<file path="src/rtl/ifu_pkg.sv">
// Shared constants and types for the instruction fetch unit.
package ifu_pkg;

    localparam int unsigned CPU_WIDTH       = 32;
    localparam int unsigned INS_WIDTH       = 32;
    localparam int unsigned FETCH_EXC_WIDTH = 2;
    localparam int unsigned IFU_STATE_WIDTH = 3;
    localparam int unsigned RRESP_WIDTH     = 2;

    localparam logic [CPU_WIDTH-1:0]   IFU_RST_PC = 32'h8000_0000;
    localparam logic [INS_WIDTH-1:0]   INS_NOP    = 32'h0000_0013;
    localparam logic [RRESP_WIDTH-1:0] RRESP_OKAY = 2'b00;

    // Exception code reported alongside each instruction handed to decode.
    typedef enum logic [FETCH_EXC_WIDTH-1:0] {
        FETCH_EXC_NONE = 2'd0,
        FETCH_EXC_ACC  = 2'd1,
        FETCH_EXC_MIS  = 2'd2
    } fetch_exc_e;

    // One-instruction-in-flight fetch sequence.
    typedef enum logic [IFU_STATE_WIDTH-1:0] {
        S_BOOT = 3'd0,
        S_REQ  = 3'd1,
        S_WAIT = 3'd2,
        S_HOLD = 3'd3,
        S_NPC  = 3'd4
    } ifu_state_e;

    // Instruction addresses must be word aligned.
    function automatic logic pc_misaligned(input logic [CPU_WIDTH-1:0] pc);
        return pc[1:0] != 2'b00;
    endfunction

endpackage

</file>
<file path="src/rtl/ifu.sv">
// Instruction fetch unit: owns the PC, issues one AR/R read per instruction,
// holds the fetched word for decode, then waits for the next PC.
module ifu
    import ifu_pkg::*;
#(
    parameter logic [CPU_WIDTH-1:0] RST_PC = IFU_RST_PC
) (
    input  logic                       i_clk,
    input  logic                       i_rst_n,
    output logic                       o_mem_arvalid,
    output logic [CPU_WIDTH-1:0]       o_mem_araddr,
    input  logic                       i_mem_arready,
    input  logic                       i_mem_rvalid,
    input  logic [INS_WIDTH-1:0]       i_mem_rdata,
    input  logic [RRESP_WIDTH-1:0]     i_mem_rresp,
    output logic                       o_mem_rready,
    output logic [INS_WIDTH-1:0]       o_ins,
    output logic [CPU_WIDTH-1:0]       o_pc,
    output logic [FETCH_EXC_WIDTH-1:0] o_fetch_exc,
    output logic                       o_post_valid,
    input  logic                       i_post_ready,
    input  logic                       i_npc_valid,
    input  logic [CPU_WIDTH-1:0]       i_npc,
    output logic                       o_npc_ready
);

    ifu_state_e            state_q, state_d;
    logic [CPU_WIDTH-1:0]  pc_q, pc_d;
    logic [INS_WIDTH-1:0]  ins_q, ins_d;
    fetch_exc_e            exc_q, exc_d;
    logic                  arvalid_q, arvalid_d;
    logic                  rready_q, rready_d;
    logic                  post_valid_q, post_valid_d;
    logic                  npc_ready_q, npc_ready_d;

    // Next-state and datapath capture; inputs not relevant to the current state are ignored.
    always_comb begin
        state_d = state_q;
        pc_d    = pc_q;
        ins_d   = ins_q;
        exc_d   = exc_q;
        case (state_q)
            S_BOOT: begin
                state_d = S_REQ;
            end
            S_REQ: begin
                if (i_mem_arready) begin
                    state_d = S_WAIT;
                end
            end
            S_WAIT: begin
                if (i_mem_rvalid) begin
                    state_d = S_HOLD;
                    if (i_mem_rresp == RRESP_OKAY) begin
                        ins_d = i_mem_rdata;
                        exc_d = FETCH_EXC_NONE;
                    end else begin
                        ins_d = INS_NOP;
                        exc_d = FETCH_EXC_ACC;
                    end
                end
            end
            S_HOLD: begin
                if (i_post_ready) begin
                    state_d = S_NPC;
                end
            end
            S_NPC: begin
                if (i_npc_valid) begin
                    pc_d = i_npc;
                    if (pc_misaligned(i_npc)) begin
                        // Misaligned target never reaches memory; report it as a NOP with an exception.
                        ins_d   = INS_NOP;
                        exc_d   = FETCH_EXC_MIS;
                        state_d = S_HOLD;
                    end else begin
                        state_d = S_REQ;
                    end
                end
            end
            default: begin
                state_d = S_BOOT;
            end
        endcase
    end

    // Handshake flags are a registered decode of the next state, so they track the state exactly.
    always_comb begin
        arvalid_d    = (state_d == S_REQ);
        rready_d     = (state_d == S_WAIT);
        post_valid_d = (state_d == S_HOLD);
        npc_ready_d  = (state_d == S_NPC);
    end

    // State and datapath registers with asynchronous reset.
    always_ff @(posedge i_clk or negedge i_rst_n) begin
        if (!i_rst_n) begin
            state_q      <= S_BOOT;
            pc_q         <= RST_PC;
            ins_q        <= INS_NOP;
            exc_q        <= FETCH_EXC_NONE;
            arvalid_q    <= 1'b0;
            rready_q     <= 1'b0;
            post_valid_q <= 1'b0;
            npc_ready_q  <= 1'b0;
        end else begin
            state_q      <= state_d;
            pc_q         <= pc_d;
            ins_q        <= ins_d;
            exc_q        <= exc_d;
            arvalid_q    <= arvalid_d;
            rready_q     <= rready_d;
            post_valid_q <= post_valid_d;
            npc_ready_q  <= npc_ready_d;
        end
    end

    assign o_mem_arvalid = arvalid_q;
    assign o_mem_araddr  = pc_q;
    assign o_mem_rready  = rready_q;
    assign o_ins         = ins_q;
    assign o_pc          = pc_q;
    assign o_fetch_exc   = exc_q;
    assign o_post_valid  = post_valid_q;
    assign o_npc_ready   = npc_ready_q;

endmodule
</file>
<file path="config.mk">
export PLATFORM = sky130hd
export DESIGN_NAME = ifu
export DESIGN_NICKNAME = d
export VERILOG_FILES = /design/src/rtl/ifu_pkg.sv /design/src/rtl/ifu.sv
export SDC_FILE = /design/constraint.sdc
export NUM_CORES = 1
export LEC_CHECK = 0
export CORE_MARGIN = 4
export CORE_UTILIZATION = 35
export CTS_CLUSTER_DIAMETER = 30
export DETAILED_ROUTE_END_ITERATION = 8
export PLACE_DENSITY = 0.81
export SYNTH_ARGS = -nofsm -noshare
export SYNTH_HDL_FRONTEND = slang
export SYNTH_SLANG_ARGS = --single-unit
</file>
<file path="constraint.sdc">
create_clock -name i_clk -period 1.4 [get_ports i_clk]
set_input_delay 0.28 -clock i_clk [delete_from_list [all_inputs] [get_ports i_clk]]
set_output_delay 0.28 -clock i_clk [all_outputs]
set_load 0.01 [all_outputs]
</file>
==> results.py <==
metrics = {
    "cells_and_area": {
        "layout_commonest_cell": "dlygate4sd2_1",
        "synthToLayoutAreaGrowth_pct": 72.57,
        "final_cell_mix": "dlygate4sd2_1 (97), clkdlybuf4s50_1 (70), dfrtp_1 (67)",
        "drive_above_1_share": 0.2697,
        "nets": 523,
        "n_antenna_cell": 0,
    },
    "placed_design": {
        "place.gp.congestion": 0.7906,
        "port_buffers": 173,
        "dp.final_hpwl_um": 6434,
        "place_ws_ns": -0.4264,
    },
    "setup_path": {
        "path_max_fanout": 8,
        "crit_cells": 5,
        "cp_data_arrival_time_ns": 1.73,
        "crit_buf_inv": 2,
        "worst_path_max_delay_cell": "or3b_4",
        "crit_chain": "buf_6 > or3b_4 > clkbuf_16 > nand4_1 > o21ai_1",
        "critPathLaunch": "state_q[2]",
        "rr_worst_depth": 5,
        "crit_path_start_kind": "register",
        "critical_path_class": "register to register",
        "end_kind": "register",
        "worstPathRequired_ns": 1.62,
        "critical_path.max_stage_delay_ns": 0.46,
        "cp_top_family": "simple AND/OR/NAND/NOR gates",
        "r2r-start": "state_q[2]",
    },
    "logic_synthesis": {
        "synth-seq-cells": 73,
        "yosys_warnings": 0,
        "synth.top_cell.area_share": 0.5310,
        "synth_cell_type_count": 29,
        "synth_seq_area_share": 0.5633,
        "syn_area_um2": 3252,
        "async_flop_share": 1.000,
        "avgSynthCellArea_um2": 11.70,
        "synth_ff_type": "dfrtp_1",
        "synth-edff-count": 0,
        "synth_top_area_cell": "dfrtp_1",
        "syn_nets": 350,
        "synthTopCellsByArea": "dfrtp_1 (53%), mux2_2 (11%), buf_4 (7.8%), nand4_1 (5.6%), o21ai_1 (4.5%)",
        "synthCells": 278,
    },
    "detailed_routing": {
        "wl_um": 10820,
        "wl_per_cell_um": 19.18,
        "vias_per_cell": 4.970,
        "via_count": 2803,
        "first_pass_iters": 4,
        "drcViolationCount": 0,
        "drtIter0Drc": 91,
        "ant_nets": 0,
    },
    "status": {
        "status": "finished, violations left",
        "violations": "setup timing",
    },
    "die": {
        "die_x_um": 104.4,
        "die_area_um2": 10900,
        "rows": 34,
        "die_h_um": 104.4,
        "ios": 174,
        "initial_core_util": 0.3657,
        "core_area_um2": 8891,
    },
    "global_route": {
        "grt_pass1_wl_um": 16320,
        "grt.overflow.total": 0,
        "antenna_found_initial": 0,
        "grt_usage": 0.1868,
        "grt_max_degree": 74,
        "grt_pass1_vias": 3062,
    },
    "worst_hold_path": {
        "min_path_type": "input port to asynchronous set/reset pin",
    },
    "power_and_ir_drop": {
        "p_per_area_nw_per_um2": 1802,
        "clkPwrFrac": 0.176,
        "switchingPower_mw": 3.455,
        "total_power_mw": 10.11,
        "switching_share": 0.3416,
        "internal-power_mw": 6.658,
        "combPwrFrac": 0.482,
        "ir_drop_v": 0.001109,
        "leakage_nw": 2.754,
        "power_frac_seq": 0.341,
    },
    "sta": {
        "period_needed_ns": 1.510,
        "fin_ws_ns": -0.1104,
        "holdWs_ns": 0.4800,
        "clock_skew_ns": 0.007291,
        "tns_ns": -4.849,
        "fin_crit_sh": 1.079,
        "max-slew-margin-rel": 0.6867,
        "rsz0062_at_grt": "true",
        "worst_pin_slew_ns": 0.4683,
        "slew_violations": 0,
        "finalHoldViolCount": 0,
        "setup_violations": 70,
        "fmax_ghz": 0.6621,
    },
    "job": {
        "drv_cap": 0,
    },
    "clocking": {
        "path_clk_slew_ns": 0.08,
        "cts_root_buffer": "clkbuf_8",
        "clockBufferDepth": 2,
        "cts_buffers": 9,
        "cts_sinks": 73,
        "cts_tree": "yes",
        "h-tree-depth": 3,
        "insertion_delay_ns": 0.33,
    },
}
## routing by layer
metal | track usage | part of all wire | up-vias
met5 | 0 | 0 | -
met4 | 0.06363 | 0.015 | 0
li1 | - | - | 1272
met3 | 0.04221 | 0.054 | 17
met2 | 0.3266 | 0.51 | 112
met1 | 0.2263 | 0.42 | 1402
## worst paths after layout
kind,slack [ns],to
max,-0.11,o_ins[15]
min,0.48,o_mem_araddr[14]
max reg2reg,-0.11,o_ins[15]
min reg2reg,0.52,o_ins[25]
max in group asynchronous,0.55,o_ins[4]
min in group i_clk,0.52,o_ins[25]
## worst reg2reg max path: stages (launching register included)
cell and delay (ns):
dfrtp_2 0.43, buf_6 0.13, or3b_4 0.46, clkbuf_16 0.21, nand4_1 0.09, o21ai_1 0.08
## kinds of logic (layout without fill, tap and decap cells)
logic type	count (synthesis)	after routing	synth area share
buffers and inverters	80	258	0.1443
flip-flops	73	73	0.5633
multiplexers	32	32	0.1108
AO/OA/AOI/OAI	43	43	0.07657
AND/OR/NAND/NOR	50	50	0.1050
## state kept, by name, summed over array words and instances, names as in the netlist
register       count
o_fetch_exc        2
o_mem_arvalid      1
o_mem_rready       1
state_q            3
o_post_valid       1
o_npc_ready        1
o_ins             32
o_mem_araddr      32
## per-stage QoR
step,area (µm²),instances,utilization
after floorplan,3259,278,-
after global placement,4975,527,0.5595
after detailed placement,4975,527,0.5595
after CTS,5514,559,0.6202
after global routing,5612,564,0.6312
final,5612,564,0.6312
## power by group through the flow
stage | combinational (mW) | clock [mW] | sequential (mW)
global route | 5.18 | 1.93 | 3.58
detailed placement | 4.85 | 0 | 3.51
global placement | 4.75 | 0 | 3.45
finish | 4.88 | 1.78 | 3.45
CTS | 4.79 | 1.81 | 3.45
floorplan | 2.05 | 0 | 3.77
## area by class of cell
class	count	area (µm²)
Multi-Input combinational cell	125	1135
Clock inverter	6	82.58
Fill cell	735	3279
Inverter	30	112.6
Sequential cell	73	1834
Clock buffer	10	127.6
Tap cell	108	135.1
Timing Repair Buffer	212	2185
## synth_stat cells, types with 4 or more instances
| cell type | number |
|---|---|
| buf_6 | 4 |
| dfstp_2 | 4 |
| dfrtp_1 | 69 |
| o21ai_1 | 29 |
| buf_2 | 9 |
| mux2_2 | 32 |
| buf_4 | 34 |
| nand4_1 | 29 |
| inv_1 | 30 |
| nor2_1 | 5 |
## timing repair
action | in CTS | in global routing
pin swaps | 17 | 25
endpoints found under the hold margin | 69 | 0
hold buffers | 1 | 0
gates cloned | 6 | 5
endpoints found under the setup margin | 172 | 76
gates resized for setup | 166 | 17
buffers inserted | 9 | 3
(Power assumes the default switching activity.)
